$ cat src/rtl/line_buf_sched_pkg.sv
// Shared frame-buffer geometry and the per-row-buffer state encoding used by
// the line buffer scheduler and its renderer interface.
package line_buf_sched_pkg;

    localparam int unsigned FB_DEPTH      = 2;
    localparam int unsigned Y_WIDTH       = 600;
    localparam int unsigned X_WIDTH       = 800;
    localparam int unsigned FB_ADDR_WIDTH = $clog2(X_WIDTH);
    localparam int unsigned FB_DATA_WIDTH = 8;

    typedef enum logic [1:0] {
        BUF_EMPTY,
        BUF_FILLING,
        BUF_FULL,
        BUF_READING
    } buf_state_e;

endpackage

$ cat src/rtl/fb_if.sv
// Renderer pixel stream: one pixel per cycle plus end-of-row / end-of-frame marks.
interface fb_if
    import line_buf_sched_pkg::*;
#(
    parameter int unsigned AW = FB_ADDR_WIDTH,
    parameter int unsigned DW = FB_DATA_WIDTH
);
    logic          vld;
    logic [AW-1:0] x_coord;
    logic [DW-1:0] val;
    logic          row_done;
    logic          frame_done;

    modport producer (output vld, x_coord, val, row_done, frame_done);
    modport consumer (input  vld, x_coord, val, row_done, frame_done);
endinterface

$ cat src/rtl/ring_ptr.sv
// Modulo-DEPTH ring pointer that steps by one when i_adv is high.
module ring_ptr #(
    parameter  int unsigned DEPTH = 2,
    localparam int unsigned BW    = (DEPTH > 1) ? $clog2(DEPTH) : 1
) (
    input  logic          clk,
    input  logic          rst_n,
    input  logic          i_adv,
    output logic [BW-1:0] o_ptr
);

    logic [BW-1:0] r_ptr;

    always_ff @(posedge clk) begin
        if (!rst_n) begin
            r_ptr <= '0;
        end else if (i_adv) begin
            r_ptr <= (r_ptr == BW'(DEPTH - 1)) ? '0 : r_ptr + 1'b1;
        end
    end

    assign o_ptr = r_ptr;

endmodule

$ cat src/rtl/line_buf_sched.sv
// Row-buffer ring scheduler between a pixel renderer and a VGA line reader;
// storage is external, this block only hands out buffer indices and status.
module line_buf_sched
    import line_buf_sched_pkg::*;
#(
    parameter  int unsigned DEPTH = FB_DEPTH,
    parameter  int unsigned ROWS  = Y_WIDTH,
    parameter  int unsigned COLS  = X_WIDTH,
    localparam int unsigned BW    = (DEPTH > 1) ? $clog2(DEPTH) : 1,
    localparam int unsigned RW    = $clog2(ROWS),
    localparam int unsigned CW    = $clog2(DEPTH + 1)
) (
    input  logic                     clk,
    input  logic                     rst_n,
    fb_if.consumer                   fb,
    output logic                     wr_rdy,
    output logic                     wr_en,
    output logic [BW-1:0]            wr_buf,
    output logic [FB_ADDR_WIDTH-1:0] wr_addr,
    input  logic                     line_req,
    input  logic                     line_rel,
    output logic [BW-1:0]            rd_buf,
    output logic                     rd_vld,
    output logic                     underrun,
    output logic                     frame_err,
    output logic [RW-1:0]            row_cnt
);

    if (COLS > (1 << FB_ADDR_WIDTH)) begin : g_cols_chk
        $error("COLS does not fit in FB_ADDR_WIDTH");
    end

    logic [CW-1:0] r_count;
    buf_state_e    r_state [DEPTH];
    logic [RW-1:0] r_row_cnt;
    logic          r_underrun;
    logic          r_frame_err;

    logic [BW-1:0] w_wr_ptr;
    logic [BW-1:0] w_rd_ptr;
    logic          w_reading;
    logic          w_row_acc;
    logic          w_req_acc;
    logic          w_rel_acc;
    logic          w_underrun_evt;
    logic          w_frame_evt;
    logic [RW-1:0] w_row_cnt_nxt;

    ring_ptr #(.DEPTH(DEPTH)) u_wr_ptr (
        .clk   (clk),
        .rst_n (rst_n),
        .i_adv (w_row_acc),
        .o_ptr (w_wr_ptr)
    );

    ring_ptr #(.DEPTH(DEPTH)) u_rd_ptr (
        .clk   (clk),
        .rst_n (rst_n),
        .i_adv (w_rel_acc),
        .o_ptr (w_rd_ptr)
    );

    always_comb begin
        wr_rdy         = (r_count < CW'(DEPTH));
        wr_en          = fb.vld & wr_rdy & rst_n;
        w_reading      = (r_state[w_rd_ptr] == BUF_READING);
        w_row_acc      = fb.row_done & wr_rdy;
        w_req_acc      = line_req & (r_count != '0) & ~w_reading;
        w_rel_acc      = line_rel & w_reading;
        w_underrun_evt = line_req & (r_count == '0);
        w_frame_evt    = 1'b0;
        w_row_cnt_nxt  = r_row_cnt;
        // Both a misplaced frame_done and a missing one end the frame at zero.
        if (w_row_acc) begin
            if (fb.frame_done) begin
                w_row_cnt_nxt = '0;
                w_frame_evt   = (r_row_cnt != RW'(ROWS - 1));
            end else if (r_row_cnt == RW'(ROWS - 1)) begin
                w_row_cnt_nxt = '0;
                w_frame_evt   = 1'b1;
            end else begin
                w_row_cnt_nxt = r_row_cnt + 1'b1;
            end
        end
    end

    always_ff @(posedge clk) begin
        if (!rst_n) begin
            r_count     <= '0;
            r_row_cnt   <= '0;
            r_underrun  <= 1'b0;
            r_frame_err <= 1'b0;
            for (int unsigned i = 0; i < DEPTH; i++) begin
                r_state[i] <= BUF_EMPTY;
            end
        end else begin
            case ({w_row_acc, w_rel_acc})
                2'b10:   r_count <= r_count + 1'b1;
                2'b01:   r_count <= r_count - 1'b1;
                default: r_count <= r_count;
            endcase
            // Write and read sides only touch the same index when count is 0 or DEPTH,
            // where the opposite side is blocked, so these updates never collide.
            if (wr_en && r_state[w_wr_ptr] == BUF_EMPTY) r_state[w_wr_ptr] <= BUF_FILLING;
            if (w_row_acc) r_state[w_wr_ptr] <= BUF_FULL;
            if (w_req_acc) r_state[w_rd_ptr] <= BUF_READING;
            if (w_rel_acc) r_state[w_rd_ptr] <= BUF_EMPTY;
            r_row_cnt   <= w_row_cnt_nxt;
            r_underrun  <= r_underrun | w_underrun_evt;
            r_frame_err <= r_frame_err | w_frame_evt;
        end
    end

    assign wr_buf    = w_wr_ptr;
    assign wr_addr   = fb.x_coord;
    assign rd_buf    = w_rd_ptr;
    assign rd_vld    = w_reading;
    assign underrun  = r_underrun;
    assign frame_err = r_frame_err;
    assign row_cnt   = r_row_cnt;

endmodule

$ cat src/flat_wrapper.sv
// flat-port wrapper written by rule: the top's interface ports become plain ports
module line_buf_sched_flat import line_buf_sched_pkg::*;
#(
    parameter  int unsigned DEPTH = FB_DEPTH,
    parameter  int unsigned ROWS  = Y_WIDTH,
    parameter  int unsigned COLS  = X_WIDTH,
    localparam int unsigned BW    = (DEPTH > 1) ? $clog2(DEPTH) : 1,
    localparam int unsigned RW    = $clog2(ROWS),
    localparam int unsigned CW    = $clog2(DEPTH + 1)
)
  (clk, rst_n, wr_rdy, wr_en, wr_buf, wr_addr, line_req, line_rel, rd_buf, rd_vld, underrun, frame_err, row_cnt, fb_vld, fb_x_coord, fb_val, fb_row_done, fb_frame_done);
  fb_if #(.AW((FB_ADDR_WIDTH)), .DW(FB_DATA_WIDTH)) fb_i ();
  input  logic clk;
  input  logic rst_n;
  output logic wr_rdy;
  output logic wr_en;
  output logic [BW-1:0] wr_buf;
  output logic [FB_ADDR_WIDTH-1:0] wr_addr;
  input  logic line_req;
  input  logic line_rel;
  output logic [BW-1:0] rd_buf;
  output logic rd_vld;
  output logic underrun;
  output logic frame_err;
  output logic [RW-1:0] row_cnt;
  input wire logic [$bits(fb_i.vld)-1:0] fb_vld;
  input wire logic [$bits(fb_i.x_coord)-1:0] fb_x_coord;
  input wire logic [$bits(fb_i.val)-1:0] fb_val;
  input wire logic [$bits(fb_i.row_done)-1:0] fb_row_done;
  input wire logic [$bits(fb_i.frame_done)-1:0] fb_frame_done;
  assign fb_i.vld = fb_vld;
  assign fb_i.x_coord = fb_x_coord;
  assign fb_i.val = fb_val;
  assign fb_i.row_done = fb_row_done;
  assign fb_i.frame_done = fb_frame_done;
  line_buf_sched #(.DEPTH(DEPTH), .ROWS(ROWS), .COLS(COLS)) u_core (.clk(clk), .rst_n(rst_n), .fb(fb_i), .wr_rdy(wr_rdy), .wr_en(wr_en), .wr_buf(wr_buf), .wr_addr(wr_addr), .line_req(line_req), .line_rel(line_rel), .rd_buf(rd_buf), .rd_vld(rd_vld), .underrun(underrun), .frame_err(frame_err), .row_cnt(row_cnt));
endmodule
$ cat config.mk
export PLATFORM = sky130hd
export DESIGN_NAME = line_buf_sched_flat
export DESIGN_NICKNAME = d
export VERILOG_FILES = /design/src/rtl/line_buf_sched_pkg.sv /design/src/rtl/fb_if.sv /design/src/rtl/ring_ptr.sv /design/src/rtl/line_buf_sched.sv /design/src/flat_wrapper.sv
export SDC_FILE = /design/constraint.sdc
export NUM_CORES = 1
export LEC_CHECK = 0
export CAP_MARGIN = 0
export CORE_UTILIZATION = 37
export CTS_CLUSTER_DIAMETER = 80
export DETAILED_ROUTE_END_ITERATION = 8
export GPL_TIMING_DRIVEN = 1
export HOLD_SLACK_MARGIN = 0.12
export PLACE_DENSITY = 0.77
export SLEW_MARGIN = 5
export SYNTH_ARGS = -nofsm -noshare
export SYNTH_HDL_FRONTEND = slang
export SYNTH_HIERARCHICAL = 1
export SYNTH_SLANG_ARGS = --single-unit
$ cat constraint.sdc
create_clock -name clk -period 2 [get_ports clk]
set_input_delay 0.4 -clock clk [delete_from_list [all_inputs] [get_ports clk]]
set_output_delay 0.4 -clock clk [all_outputs]
set_load 0.05 [all_outputs]
==> results of run 1 <==
[how the worst max path moves through the flow]
stage                     startpoint                   end  slack, ns  depth (start not counted)
2_1_floorplan  u_core/u_rd_ptr/o_ptr     u_core/r_count[1]       0.02                          6
3_3_place_gp                   rst_n  u_core/r_state[1][1]       0.05                          5
3_5_place_dp             fb_row_done     u_core/r_count[1]       0.02                          6
4_1_cts            u_core/row_cnt[0]            row_cnt[0]       0.01                          1
5_1_grt            u_core/row_cnt[4]            row_cnt[4]      0.008                          1
6_report           u_core/row_cnt[4]            row_cnt[4]       0.06                          1
[logic make-up (layout without fill, tap and decap cells)]
kind of cell,Yosys count,after routing,share of synthesized area (%)
AO/OA/AOI/OAI,18,18,12.5
XOR/XNOR,13,13,9.86
adder cells (fa/ha/maj),2,2,2.17
buffers and inverters,21,39,10.8
flip-flops,20,20,38.1
multiplexers,1,1,0.867
AND/OR/NAND/NOR,54,54,25.7
[power groups by stage]
stage	sequential, mW	clock [mW]	combinational [mW]
CTS	0.515	0.296	0.475
floorplan	0.581	0	0.327
global route	0.523	0.317	0.507
global placement	0.521	0	0.462
detailed placement	0.524	0	0.473
finish	0.513	0.292	0.472
[layer usage]
metal / vias up / routed length, µm / GRT usage (%)
met5: - / 0 / 0
met4: 0 / 73 / 10.5
met3: 9 / 121 / 2.90
met2: 32 / 1270 / 27.3
met1: 438 / 991 / 19.3
li1: 476 / - / -
[cell usage in the layout, fill, tap and decap left out, drive strengths merged]
master         instances
inv                    5
and2b                  1
clkbuf                 4
a21oi                  6
dlygate4sd2            2
or3                    2
o221ai                 2
nand2                 11
and3                   2
nor2b                  2
xnor2                  3
nor2                  12
a22oi                  3
a221oi                 1
or3b                   1
o21ai                  2
a21boi                 1
xor2                  10
edfxtp                 4
buf                   10
and3b                  1
ha                     2
clkdlybuf4s50         10
nand4b                 1
o211ai                 1
nand3b                 1
mux2i                  1
nor4b                  1
and4                   1
nor3                   1
nand4                  5
and2                   4
dfxtp                 16
nand3                  8
a31oi                  2
dlymetal6s2s           8
[stage by stage]
step | instances | hold WS [ns] | utilization [%] | power, mW | cell area (µm²)
final | 178 | 0.500 | 52.0 | 1.28 | 1480
after global routing | 178 | 0.539 | 52.0 | 1.35 | 1480
after CTS | 178 | 0.503 | 51.3 | 1.29 | 1460
after detailed placement | 174 | 0.473 | 49.7 | 0.998 | 1420
after global placement | 174 | 0.468 | 49.7 | 0.983 | 1420
after floorplan | 129 | 0.501 | - | 0.907 | 1190
[worst register-to-register path, stage by stage, from the launching register on]
cell and delay, ns:
sky130_fd_sc_hd__edfxtp_1 0.37, sky130_fd_sc_hd__nand2_1 0.10, sky130_fd_sc_hd__o21ai_4 0.30, sky130_fd_sc_hd__and2_4 0.23
sky130_fd_sc_hd__ha_4 0.20, sky130_fd_sc_hd__or3_1 0.35, sky130_fd_sc_hd__a21boi_0 0.18
[flip-flops by register name, summed over array words and instances, names as in the netlist]
| name | cells |
|---|---|
| u_core/frame_err | 1 |
| u_core/r_count | 2 |
| u_core/r_state | 4 |
| u_core/row_cnt | 10 |
| u_core/u_rd_ptr/o_ptr | 1 |
| u_core/u_wr_ptr/o_ptr | 1 |
| u_core/underrun | 1 |
[layout make-up]
cell class	count	area share, %
Inverter	5	1.27
Clock buffer	4	3.21
Timing Repair Buffer	30	21.4
Sequential cell	20	30.0
Multi-Input combinational cell	88	41.5
Tap cell	31	2.62
[what timing repair did]
item,4_1_cts,5_1_grt
setup endpoints to repair,2,8
gates cloned,0,0
hold buffers,0,0
gates resized for setup,2,8
pin swaps,0,0
==> impl_metrics.prom, run 1 <==
# TYPE chip_impl_metric gauge
chip_impl_metric{name="slack_of_the_worst_reg_to_reg_path",unit="ns"} 0.21
chip_impl_metric{name="timing.max_cap.violations",unit=""} 0
chip_impl_metric{name="fmaxAchievable",unit="GHz"} 0.515
chip_impl_metric{name="drcViolationCount",unit=""} 2
chip_impl_metric{name="worst_pin_slew",unit="ns"} 0.518
chip_impl_metric{name="via_count",unit=""} 955
chip_impl_info{name="crit_slowest_cell",value="sky130_fd_sc_hd__clkdlybuf4s50_1"} 1
chip_impl_metric{name="hpwl",unit="µm"} 1870
chip_impl_metric{name="total_core_area",unit="µm²"} 2850
chip_impl_metric{name="multi_input_comb_area",unit="µm²"} 616
chip_impl_info{name="timing.hold.worst_endpoint",value="u_core/frame_err"} 1
chip_impl_metric{name="synthesis.nets",unit=""} 156
chip_impl_metric{name="timing_hold_violations_final",unit=""} 0
chip_impl_metric{name="n_antenna_cell",unit=""} 0
chip_impl_metric{name="die-area",unit="µm²"} 3350
chip_impl_metric{name="finalCritPeriodShare",unit="%"} 97.1
chip_impl_info{name="min_from",value="u_core/frame_err"} 1
chip_impl_metric{name="cts.sinks",unit=""} 20
chip_impl_info{name="critPathTopFamily",value="buffers and inverters"} 1
chip_impl_metric{name="fraction_of_final_layout_cells_sized_beyond_drive_strength_1",unit="%"} 17.0
chip_impl_metric{name="fin_crit_period",unit="ns"} 1.94
chip_impl_metric{name="number_of_global_route_vias_before_repair",unit=""} 933
chip_impl_info{name="cts_tree",value="yes"} 1
chip_impl_metric{name="synth_seq_area_share",unit="%"} 38.1
chip_impl_metric{name="final_antenna_net_count",unit=""} 0
chip_impl_info{name="critPathLaunchType",value="flop"} 1
chip_impl_metric{name="post_synth.cell_area_avg",unit="µm²"} 8.95
chip_impl_info{name="synthFlopType",value="sky130_fd_sc_hd__dfxtp_1"} 1
chip_impl_metric{name="intPower",unit="µW"} 822
chip_impl_info{name="cts_root_buf",value="sky130_fd_sc_hd__clkbuf_4"} 1
chip_impl_metric{name="io_pins",unit=""} 52
chip_impl_metric{name="finish.net_count",unit=""} 175
chip_impl_metric{name="clkSlewWorstSetupHoldPaths",unit="ns"} 0.12
chip_impl_metric{name="track_usage",unit="%"} 16.3
chip_impl_metric{name="wl_per_cell",unit="µm"} 13.8
chip_impl_metric{name="nFillCells",unit=""} 255
chip_impl_info{name="post_synth_most_frequent_cells",value="16 x sky130_fd_sc_hd__dfxtp_1, 12 x sky130_fd_sc_hd__nor2_1, 10 x sky130_fd_sc_hd__buf_4, 10 x sky130_fd_sc_hd__nand2_1, 10 x sky130_fd_sc_hd__xor2_1"} 1
chip_impl_metric{name="comb_power_share",unit="%"} 37.0
chip_impl_metric{name="synth_area",unit="µm²"} 1150
chip_impl_info{name="outcome",value="finished with violations"} 1
chip_impl_info{name="critical_path.endpoint_type",value="output pin"} 1
chip_impl_info{name="r2r_end",value="u_core/r_count[1]"} 1
chip_impl_metric{name="max-vdd-ir-drop",unit="mV"} 0.337
chip_impl_metric{name="final.setup_skew",unit="ns"} 0.00254
chip_impl_metric{name="cts_buffer_depth",unit=""} 2
chip_impl_metric{name="postLayoutSetupSlackWorst",unit="ns"} 0.0578
chip_impl_metric{name="placement.setup.worst_slack",unit="ns"} 0.0171
chip_impl_metric{name="finalWeightedCongestion",unit=""} 0.803
chip_impl_metric{name="synth-warning-count",unit=""} 6
chip_impl_metric{name="timing.slew.headroom",unit="%"} 65.4
chip_impl_metric{name="sw_frac_of_total",unit="%"} 35.6
chip_impl_metric{name="floorplan.die.height",unit="µm"} 57.9
chip_impl_metric{name="slew_violations",unit=""} 0
chip_impl_metric{name="wirelength",unit="µm"} 2460
chip_impl_metric{name="clk-insertion-delay-late",unit="ns"} 0.31
chip_impl_info{name="synth_area_leader_cell",value="sky130_fd_sc_hd__dfxtp_1"} 1
chip_impl_metric{name="arrival_time_at_the_worst_endpoint",unit="ns"} 1.54
chip_impl_metric{name="post-cts-setup-buffer-count",unit=""} 0
chip_impl_info{name="r2r_start",value="u_core/r_state[0][0]"} 1
chip_impl_info{name="synth.top_cells.by_area",value="sky130_fd_sc_hd__dfxtp_1 28%, sky130_fd_sc_hd__edfxtp_1 10%, sky130_fd_sc_hd__xor2_1 7.6%, sky130_fd_sc_hd__buf_4 6.5%, sky130_fd_sc_hd__nor2_1 3.9%"} 1
chip_impl_metric{name="clockPowerShare",unit="%"} 22.8
chip_impl_metric{name="antenna_found_initial",unit=""} 0
chip_impl_metric{name="grt_first_pass_wirelength",unit="µm"} 4160
chip_impl_metric{name="crit_path_max_fo",unit=""} 4
chip_impl_metric{name="leakagePower",unit="nW"} 0.682
chip_impl_metric{name="initial_core_util",unit="%"} 40.5
chip_impl_metric{name="totalNegativeSetupSlack",unit="ns"} 0
chip_impl_metric{name="initial_drc_count",unit=""} 33
chip_impl_metric{name="worst_ep_required_time",unit="ns"} 1.60
chip_impl_metric{name="synthDominantCellAreaShare",unit="%"} 27.7
chip_impl_metric{name="detail_route.vias_per_cell",unit=""} 5.37
chip_impl_metric{name="sequentialPowerShare",unit="%"} 40.2
chip_impl_info{name="unrepaired_setup_endpoints_after_global_routing",value="false"} 1
chip_impl_metric{name="timing.critical_path.buf_inv",unit=""} 1
chip_impl_info{name="hold_class",value="reg2reg"} 1
chip_impl_metric{name="synth_edf_count",unit=""} 4
chip_impl_metric{name="grt_start_max_net_pins",unit=""} 15
chip_impl_metric{name="whs_path_depth",unit=""} 2
chip_impl_info{name="failed_checks",value="DRC"} 1
chip_impl_metric{name="power.net_switching",unit="µW"} 455
chip_impl_metric{name="overflow",unit=""} 0
chip_impl_metric{name="post_synth_inst_count",unit=""} 129
chip_impl_metric{name="yosys.cell_types.count",unit=""} 39
chip_impl_metric{name="ys_ff_latch",unit=""} 20
chip_impl_metric{name="report.final.setup_viol",unit=""} 0
chip_impl_metric{name="area_added_between_synthesis_and_finish",unit="%"} 28.4
chip_impl_info{name="path_cells",value="clkdlybuf4s50_1"} 1
chip_impl_metric{name="cts_buffer_count",unit=""} 3
chip_impl_metric{name="cts-htree-levels",unit=""} 1
chip_impl_metric{name="cpPeakStageDelay",unit="ns"} 0.83
chip_impl_info{name="classification_of_the_worst_setup_path",value="reg2out"} 1
chip_impl_metric{name="row_count",unit=""} 19
chip_impl_metric{name="drt_pass1_iterations",unit=""} 6
chip_impl_metric{name="pwr_density",unit="nW/µm²"} 861
chip_impl_metric{name="total_area_of_sequential_cells",unit="µm²"} 444
chip_impl_metric{name="port-buffer-count",unit=""} 23
chip_impl_info{name="post-synth-top-count-cell",value="sky130_fd_sc_hd__dfxtp_1"} 1
chip_impl_metric{name="worst-r2r-cell-count",unit=""} 6
chip_impl_metric{name="die_w",unit="µm"} 57.9
chip_impl_metric{name="async_reset_ff_share",unit="%"} 0
(Power assumes the default switching activity.)
==> run 2, diff against run 1 <==
CORE_UTILIZATION = 38   (was 37)
PLACE_DENSITY = 0.78   (was 0.77)
SYNTH_HIERARCHICAL = default   (was 1)
==> run 2 against run 1 <==
Compared with the run above: synthesized area up 6.8%; critical path depth unchanged; synthesized cell count up 4.7%; hold slack better by 0.0083 ns; routed wire length up 11%; clock power up 17%; design area up 3.9%; count of clock-buffer cells in the layout down 1; core utilization down 1.9 points; the flow now finishes without violations; critical endpoint is now row_cnt[1]; sequential share of layout area up 1.2 points; first-iteration DRC count down 33%; sequential power up 9.4%.
==> impl_metrics.prom, run 2 <==
# TYPE chip_impl_metric gauge
chip_impl_metric{name="total_core_area",unit="µm²"} 3080
chip_impl_metric{name="synth_area",unit="µm²"} 1230
chip_impl_metric{name="yosys.cell_types.count",unit=""} 39
chip_impl_info{name="outcome",value="finished clean"} 1
chip_impl_info{name="hold_class",value="reg2reg"} 1
chip_impl_info{name="cts_tree",value="yes"} 1
chip_impl_metric{name="timing.slew.headroom",unit="%"} 66.2
chip_impl_metric{name="muxShareOfSynthArea",unit="%"} 0
chip_impl_metric{name="sequentialPowerShare",unit="%"} 41.6
chip_impl_metric{name="clockPowerShare",unit="%"} 25.4
chip_impl_metric{name="die_w",unit="µm"} 59.0
chip_impl_info{name="critPathLaunchType",value="flop"} 1
chip_impl_metric{name="post_synth.cell_area_avg",unit="µm²"} 9.14
chip_impl_metric{name="synthXorXnorAreaFrac",unit="%"} 7.81
chip_impl_metric{name="wirelength",unit="µm"} 2730
chip_impl_metric{name="antenna_found_initial",unit=""} 0
chip_impl_metric{name="synth_fa_ha_area_share",unit="%"} 2.03
chip_impl_metric{name="fin_crit_period",unit="ns"} 1.94
chip_impl_info{name="final_cell_mix",value="18 x sky130_fd_sc_hd__dfxtp_1, 14 x sky130_fd_sc_hd__buf_4"} 1
chip_impl_metric{name="cts.sinks",unit=""} 22
chip_impl_info{name="synth_area_leader_cell",value="sky130_fd_sc_hd__dfxtp_1"} 1
chip_impl_metric{name="synthDominantCellAreaShare",unit="%"} 29.2
chip_impl_info{name="synthFlopType",value="sky130_fd_sc_hd__dfxtp_1"} 1
chip_impl_metric{name="drcViolationCount",unit=""} 0
chip_impl_metric{name="slew_violations",unit=""} 0
chip_impl_metric{name="async_reset_ff_share",unit="%"} 0
chip_impl_metric{name="largest_reg_flops",unit=""} 10
chip_impl_info{name="crit_slowest_cell",value="sky130_fd_sc_hd__clkdlybuf4s50_1"} 1
chip_impl_metric{name="worst_pin_slew",unit="ns"} 0.507
chip_impl_metric{name="sw_frac_of_total",unit="%"} 33.6
chip_impl_metric{name="fmaxAchievable",unit="GHz"} 0.515
chip_impl_metric{name="clk-insertion-delay-late",unit="ns"} 0.30
chip_impl_metric{name="hold_slack",unit="ns"} 0.508
chip_impl_metric{name="drt_pass1_iterations",unit=""} 4
chip_impl_metric{name="max-vdd-ir-drop",unit="mV"} 0.508
chip_impl_metric{name="detail_route.vias_per_cell",unit=""} 5.04
chip_impl_metric{name="timing_hold_violations_final",unit=""} 0
chip_impl_metric{name="finalCritPeriodShare",unit="%"} 97.0
chip_impl_metric{name="synth-compound-area-share",unit="%"} 14.5
chip_impl_info{name="critPathTopFamily",value="buffers and inverters"} 1
chip_impl_metric{name="finish.net_count",unit=""} 184
chip_impl_metric{name="cts_buffer_count",unit=""} 3
chip_impl_metric{name="via_count",unit=""} 1007
chip_impl_metric{name="crit_path_max_fo",unit=""} 4
chip_impl_info{name="classification_of_the_worst_setup_path",value="reg2out"} 1
chip_impl_info{name="synth.top_cells.by_area",value="sky130_fd_sc_hd__dfxtp_1 29%, sky130_fd_sc_hd__edfxtp_1 9.7%, sky130_fd_sc_hd__buf_4 6.1%, sky130_fd_sc_hd__xor2_1 5.0%, sky130_fd_sc_hd__a21oi_1 4.5%"} 1
chip_impl_metric{name="initial_drc_count",unit=""} 22
chip_impl_metric{name="die-area",unit="µm²"} 3480
chip_impl_metric{name="grt_first_pass_wirelength",unit="µm"} 4560
chip_impl_metric{name="synth-warning-count",unit=""} 0
chip_impl_metric{name="wl_per_cell",unit="µm"} 13.6
chip_impl_metric{name="timing.max_cap.violations",unit=""} 0
chip_impl_metric{name="synthesis.nets",unit=""} 162
chip_impl_metric{name="final.setup_skew",unit="ns"} 0.00672
chip_impl_info{name="post_synth_most_frequent_cells",value="18 x sky130_fd_sc_hd__dfxtp_1, 11 x sky130_fd_sc_hd__a21oi_1, 11 x sky130_fd_sc_hd__nand2_1, 11 x sky130_fd_sc_hd__nor2_1, 10 x sky130_fd_sc_hd__buf_4"} 1
chip_impl_metric{name="postLayoutSetupSlackWorst",unit="ns"} 0.0594
chip_impl_info{name="cts_root_buf",value="sky130_fd_sc_hd__clkbuf_4"} 1
chip_impl_metric{name="timing.critical_path.buf_inv",unit=""} 1
chip_impl_info{name="post-synth-top-count-cell",value="sky130_fd_sc_hd__dfxtp_1"} 1
chip_impl_metric{name="nFillCells",unit=""} 289
chip_impl_metric{name="report.final.setup_viol",unit=""} 0
chip_impl_metric{name="placement.setup.worst_slack",unit="ns"} -0.0704
chip_impl_info{name="critical_path.endpoint_type",value="output pin"} 1
chip_impl_metric{name="synth_seq_area_share",unit="%"} 38.9
chip_impl_metric{name="hpwl",unit="µm"} 2110
chip_impl_metric{name="cpPeakStageDelay",unit="ns"} 0.83
chip_impl_metric{name="port-buffer-count",unit=""} 23
chip_impl_metric{name="cts-htree-levels",unit=""} 1
chip_impl_metric{name="grt_start_max_net_pins",unit=""} 14
chip_impl_metric{name="post_synth_inst_count",unit=""} 135
chip_impl_metric{name="final_antenna_net_count",unit=""} 0
chip_impl_metric{name="intPower",unit="µW"} 895
chip_impl_metric{name="clkSlewWorstSetupHoldPaths",unit="ns"} 0.13
chip_impl_metric{name="floorplan.die.height",unit="µm"} 59.0
chip_impl_metric{name="track_usage",unit="%"} 17.1
chip_impl_metric{name="synth_simple_gate_area_share",unit="%"} 26.6
chip_impl_metric{name="initial_core_util",unit="%"} 40.1
chip_impl_metric{name="cts_buffer_depth",unit=""} 2
chip_impl_info{name="largest_family_of_logic_cells_by_synthesized_area",value="simple AND/OR/NAND/NOR gates"} 1
chip_impl_metric{name="area_added_between_synthesis_and_finish",unit="%"} 24.8
chip_impl_metric{name="synth_edf_count",unit=""} 4
chip_impl_info{name="unrepaired_setup_endpoints_after_global_routing",value="false"} 1
chip_impl_metric{name="power.net_switching",unit="µW"} 452
chip_impl_metric{name="finalWeightedCongestion",unit=""} 0.959
chip_impl_metric{name="post-cts-setup-buffer-count",unit=""} 0
chip_impl_metric{name="arrival_time_at_the_worst_endpoint",unit="ns"} 1.54
chip_impl_metric{name="overflow",unit=""} 0
chip_impl_metric{name="totalNegativeSetupSlack",unit="ns"} 0
chip_impl_metric{name="number_of_global_route_vias_before_repair",unit=""} 974
chip_impl_metric{name="comb_power_share",unit="%"} 33.0
chip_impl_info{name="path_cells",value="clkdlybuf4s50_1"} 1
chip_impl_info{name="most_common_cell_after_layout_fill_and_taps_aside",value="sky130_fd_sc_hd__dfxtp_1"} 1
chip_impl_metric{name="io_pins",unit=""} 52
chip_impl_metric{name="fraction_of_final_layout_cells_sized_beyond_drive_strength_1",unit="%"} 18.6
chip_impl_metric{name="ys_ff_latch",unit=""} 22
chip_impl_metric{name="worst_ep_required_time",unit="ns"} 1.60
chip_impl_metric{name="n_antenna_cell",unit=""} 0
chip_impl_metric{name="row_count",unit=""} 20
chip_impl_metric{name="pwr_density",unit="nW/µm²"} 875
chip_impl_metric{name="leakagePower",unit="nW"} 0.655
## run 2: timing repair
item / in CTS / in global routing
hold buffers: 0 / 0
endpoints found under the setup margin: 1 / 6
gates cloned: 0 / 0
resized for setup: 1 / 6
## run 2: path summary, 6_finish.rpt
check | startpoint | depth (start not counted) | end | slack (ns)
setup / recovery | u_core.row_cnt[1] | 1 | row_cnt[1] | 0.06
hold reg to reg | u_core.underrun | 2 | u_core.underrun | 0.51
hold / removal | u_core.underrun | 2 | u_core.underrun | 0.51
setup reg to reg | u_core.r_state[1][1] | 6 | u_core.r_count[1] | 0.17
## run 2: cell type report
cell class,instances,area [µm²],share of cell area (%)
well taps,44,55.1,3.57
inverters,6,22.5,1.46
multi-input cells,93,632,41.0
clock buffers,3,22.5,1.46
repair buffers,31,298,19.3
clock inverters,1,30.0,1.95
flip-flops and latches,22,480,31.2
## run 2: cells by family after synthesis
logic type                 after synthesis
and+or+nand+nor                         56
xor gates and xnor gates                11
adders and majority gates                2
buffers and inverters                   20
AOI/OAI and AO/OA                       24
DFF                                     22
## run 2: metal layers
layer / vias to the layer above / global-route usage, % / wire length (µm)
met2: 26 / 30.0 / 1420
met1: 475 / 21.5 / 1170
met5: - / 0 / 0
met4: 0 / 3.06 / 12
li1: 504 / - / -
met3: 2 / 4.15 / 123
## run 2: power by group through the flow
stage	sequential, mW	clock [mW]	combinational (mW)
final	0.561	0.342	0.444
after global routing	0.569	0.375	0.476
after CTS	0.562	0.346	0.444
after detailed placement	0.571	0	0.442
after global placement	0.567	0	0.425
after floorplan	0.619	0	0.307
## run 2: worst reg2reg max path, stage by stage (launching register included)
cell and delay [ns]:
sky130_fd_sc_hd__edfxtp_1 0.41, sky130_fd_sc_hd__and3_1 0.23, sky130_fd_sc_hd__o21ai_2 0.22, sky130_fd_sc_hd__inv_1 0.07
sky130_fd_sc_hd__ha_1 0.28, sky130_fd_sc_hd__or3_1 0.37, sky130_fd_sc_hd__a21boi_0 0.19
## run 2: through the flow
step	std cells	power [mW]	util, %	cell area (µm²)
final	200	1.35	50.0	1540
after global routing	200	1.42	50.0	1540
after CTS	200	1.35	49.5	1520
after detailed placement	196	1.01	47.8	1470
after global placement	196	0.991	47.8	1470
after floorplan	135	0.925	-	1230
==> run 3, diff against run 2 <==
MAX_ROUTING_LAYER = met4   (was default)
==> run 3 against run 2 <==
Compared with the run above: maximum frequency about the same; worst setup slack worse by 0.00086 ns; routed wire length up 0.11%; design area unchanged; global-route usage up 0.47 points; via count up 0.30%; clock power about the same; largest cell class unchanged.
==> impl_metrics.prom, run 3 (synthesis results as in run 2) <==
# TYPE chip_impl_metric gauge
chip_impl_info{name="outcome",value="finished clean"} 1
chip_impl_metric{name="via_count",unit=""} 1010
chip_impl_metric{name="antenna_found_initial",unit=""} 0
chip_impl_metric{name="slew_violations",unit=""} 0
chip_impl_metric{name="final.setup_skew",unit="ns"} 0.00655
chip_impl_info{name="unrepaired_setup_endpoints_after_global_routing",value="false"} 1
chip_impl_metric{name="postCtsHoldBufs",unit=""} 0
chip_impl_metric{name="io_pins",unit=""} 52
chip_impl_metric{name="fraction_of_final_layout_cells_sized_beyond_drive_strength_1",unit="%"} 18.6
chip_impl_metric{name="initial_drc_count",unit=""} 19
chip_impl_info{name="critPathLaunchType",value="flop"} 1
chip_impl_metric{name="fin_crit_period",unit="ns"} 1.94
chip_impl_metric{name="wirelength",unit="µm"} 2730
chip_impl_info{name="cts_tree",value="yes"} 1
chip_impl_metric{name="row_count",unit=""} 20
chip_impl_metric{name="area_added_between_synthesis_and_finish",unit="%"} 24.8
chip_impl_metric{name="timing_hold_violations_final",unit=""} 0
chip_impl_metric{name="whs_path_depth",unit=""} 2
chip_impl_info{name="r2r_start",value="u_core.r_state[1][1]"} 1
chip_impl_metric{name="placed_instance_area",unit="µm²"} 1470
chip_impl_metric{name="final_core_utilization",unit="%"} 50.0
chip_impl_metric{name="track_usage",unit="%"} 17.6
chip_impl_info{name="hold_class",value="reg2reg"} 1
chip_impl_metric{name="max-vdd-ir-drop",unit="mV"} 0.508
chip_impl_metric{name="pwr_density",unit="nW/µm²"} 875
chip_impl_metric{name="finalCritPeriodShare",unit="%"} 97.1
chip_impl_metric{name="met3WireLength",unit="µm"} 120
chip_impl_metric{name="intPower",unit="µW"} 895
chip_impl_metric{name="grt_first_pass_wirelength",unit="µm"} 4540
chip_impl_metric{name="timing.slew.headroom",unit="%"} 66.0
chip_impl_metric{name="hpwl",unit="µm"} 2110
chip_impl_metric{name="total_core_area",unit="µm²"} 3080
chip_impl_metric{name="crit_path_cell_count",unit=""} 1
chip_impl_metric{name="wl_per_cell",unit="µm"} 13.6
chip_impl_info{name="routed.top_layer",value="met4"} 1
chip_impl_metric{name="cts-htree-levels",unit=""} 1
chip_impl_info{name="startpoint",value="u_core.row_cnt[1]"} 1
chip_impl_info{name="most_common_cell_after_layout_fill_and_taps_aside",value="sky130_fd_sc_hd__dfxtp_1"} 1
chip_impl_metric{name="timing.critical_path.buf_inv",unit=""} 1
chip_impl_metric{name="number_of_global_route_vias_before_repair",unit=""} 980
chip_impl_metric{name="worst_ep_required_time",unit="ns"} 1.60
chip_impl_metric{name="n_antenna_cell",unit=""} 0
chip_impl_metric{name="crit_path_max_fo",unit=""} 4
chip_impl_info{name="critical_path.endpoint_type",value="output pin"} 1
chip_impl_info{name="path_cells",value="clkdlybuf4s50_1"} 1
chip_impl_metric{name="worst-r2r-cell-count",unit=""} 6
chip_impl_metric{name="placement.setup.worst_slack",unit="ns"} -0.0704
chip_impl_metric{name="detail_route.vias_per_cell",unit=""} 5.05
chip_impl_metric{name="comb_power_share",unit="%"} 33.0
chip_impl_metric{name="total_power",unit="mW"} 1.35
chip_impl_metric{name="drcViolationCount",unit=""} 0
chip_impl_metric{name="finish.net_count",unit=""} 184
chip_impl_info{name="classification_of_the_worst_setup_path",value="reg2out"} 1
chip_impl_metric{name="die_w",unit="µm"} 59.0
chip_impl_metric{name="cpPeakStageDelay",unit="ns"} 0.83
chip_impl_metric{name="clk-insertion-delay-late",unit="ns"} 0.30
chip_impl_metric{name="timing.max_cap.violations",unit=""} 0
chip_impl_metric{name="postLayoutSetupSlackWorst",unit="ns"} 0.0586
chip_impl_info{name="critPathTopFamily",value="buffers and inverters"} 1
chip_impl_metric{name="totalNegativeSetupSlack",unit="ns"} 0
chip_impl_metric{name="power.net_switching",unit="µW"} 453
chip_impl_metric{name="final_antenna_net_count",unit=""} 0
chip_impl_info{name="min_from",value="u_core.underrun"} 1
chip_impl_metric{name="cts_buffer_count",unit=""} 3
chip_impl_metric{name="grt_start_max_net_pins",unit=""} 14
chip_impl_metric{name="clkSlewWorstSetupHoldPaths",unit="ns"} 0.13
chip_impl_metric{name="drt_pass1_iterations",unit=""} 4
chip_impl_metric{name="worst_pin_slew",unit="ns"} 0.509
chip_impl_metric{name="sw_frac_of_total",unit="%"} 33.6
chip_impl_metric{name="initial_core_util",unit="%"} 40.1
chip_impl_metric{name="fmaxAchievable",unit="GHz"} 0.515
chip_impl_metric{name="cts.sinks",unit=""} 22
chip_impl_metric{name="sequentialPowerShare",unit="%"} 41.6
chip_impl_metric{name="die-area",unit="µm²"} 3480
chip_impl_info{name="cts_root_buf",value="sky130_fd_sc_hd__clkbuf_4"} 1
chip_impl_metric{name="report.final.setup_viol",unit=""} 0
chip_impl_metric{name="floorplan.die.height",unit="µm"} 59.0
chip_impl_metric{name="clockPowerShare",unit="%"} 25.4
chip_impl_metric{name="port-buffer-count",unit=""} 23
chip_impl_metric{name="fin_area",unit="µm²"} 1540
chip_impl_metric{name="largest_reg_flops",unit=""} 10
chip_impl_metric{name="dr_wl_met2",unit="µm"} 1420
chip_impl_metric{name="finalWeightedCongestion",unit=""} 0.977
chip_impl_info{name="crit_slowest_cell",value="sky130_fd_sc_hd__clkdlybuf4s50_1"} 1
chip_impl_metric{name="cts_buffer_depth",unit=""} 2
chip_impl_metric{name="arrival_time_at_the_worst_endpoint",unit="ns"} 1.54
chip_impl_metric{name="met1Wirelength",unit="µm"} 1180
chip_impl_info{name="final_cell_mix",value="18 x sky130_fd_sc_hd__dfxtp_1, 14 x sky130_fd_sc_hd__buf_4"} 1
chip_impl_metric{name="overflow",unit=""} 0
chip_impl_metric{name="leakagePower",unit="nW"} 0.655
-- run 3: cell counts in the layout (fill, tap and decap cells not counted) --
No cell type changed its count.
-- run 3: tightest hold or removal path: cells and delay by family, from the launching register on --
family,cells,cell delay (ns)
AO/OA/AOI/OAI,1,0.04
flip-flops,1,0.36
AND/OR/NAND/NOR,1,0.09
-- run 3: layout make-up --
cell class	instances	area [µm²]
fillers	289	1540
flip-flops and latches	22	480
inverters	6	22.5
repair buffers	31	298
well taps	44	55.1
clock buffers	3	22.5
multi-input cells	93	632
clock inverters	1	30.0
-- run 3: per-stage QoR --
step	std cells	hold WS, ns
floorplan	135	0.515
global placement	196	0.471
detailed placement	196	0.480
CTS	200	0.512
global route	200	0.537
finish	200	0.508
-- run 3: routing by layer --
metal | vias up | GRT usage (%)
met5 | - | -
met4 | 0 | 3.06
met3 | 2 | 4.15
met2 | 26 | 30.0
met1 | 478 | 21.3
li1 | 504 | -
-- run 3: final timing paths --
path                                          end  slack, ns
worst max-delay path                   row_cnt[1]       0.06
worst min-delay path              u_core.underrun       0.51
worst max register to register  u_core.r_count[1]       0.17
worst min register to register    u_core.underrun       0.51
-- run 3: repair_timing --
item                                    CTS  global route
resized for setup                         1             6
setup buffers                             0             0
gates cloned                              0             0
hold endpoints to repair                  0             0
pin swaps                                 0             0
endpoints found under the setup margin    1             6
-- run 3: power groups by stage --
stage                     Clock [mW]  Combinational (mW)  Sequential [mW]
final                          0.342               0.444            0.561
after global routing           0.375               0.476            0.569
after CTS                      0.346               0.444            0.562
after detailed placement           0               0.442            0.571
after global placement             0               0.425            0.567
after floorplan                    0               0.307            0.619
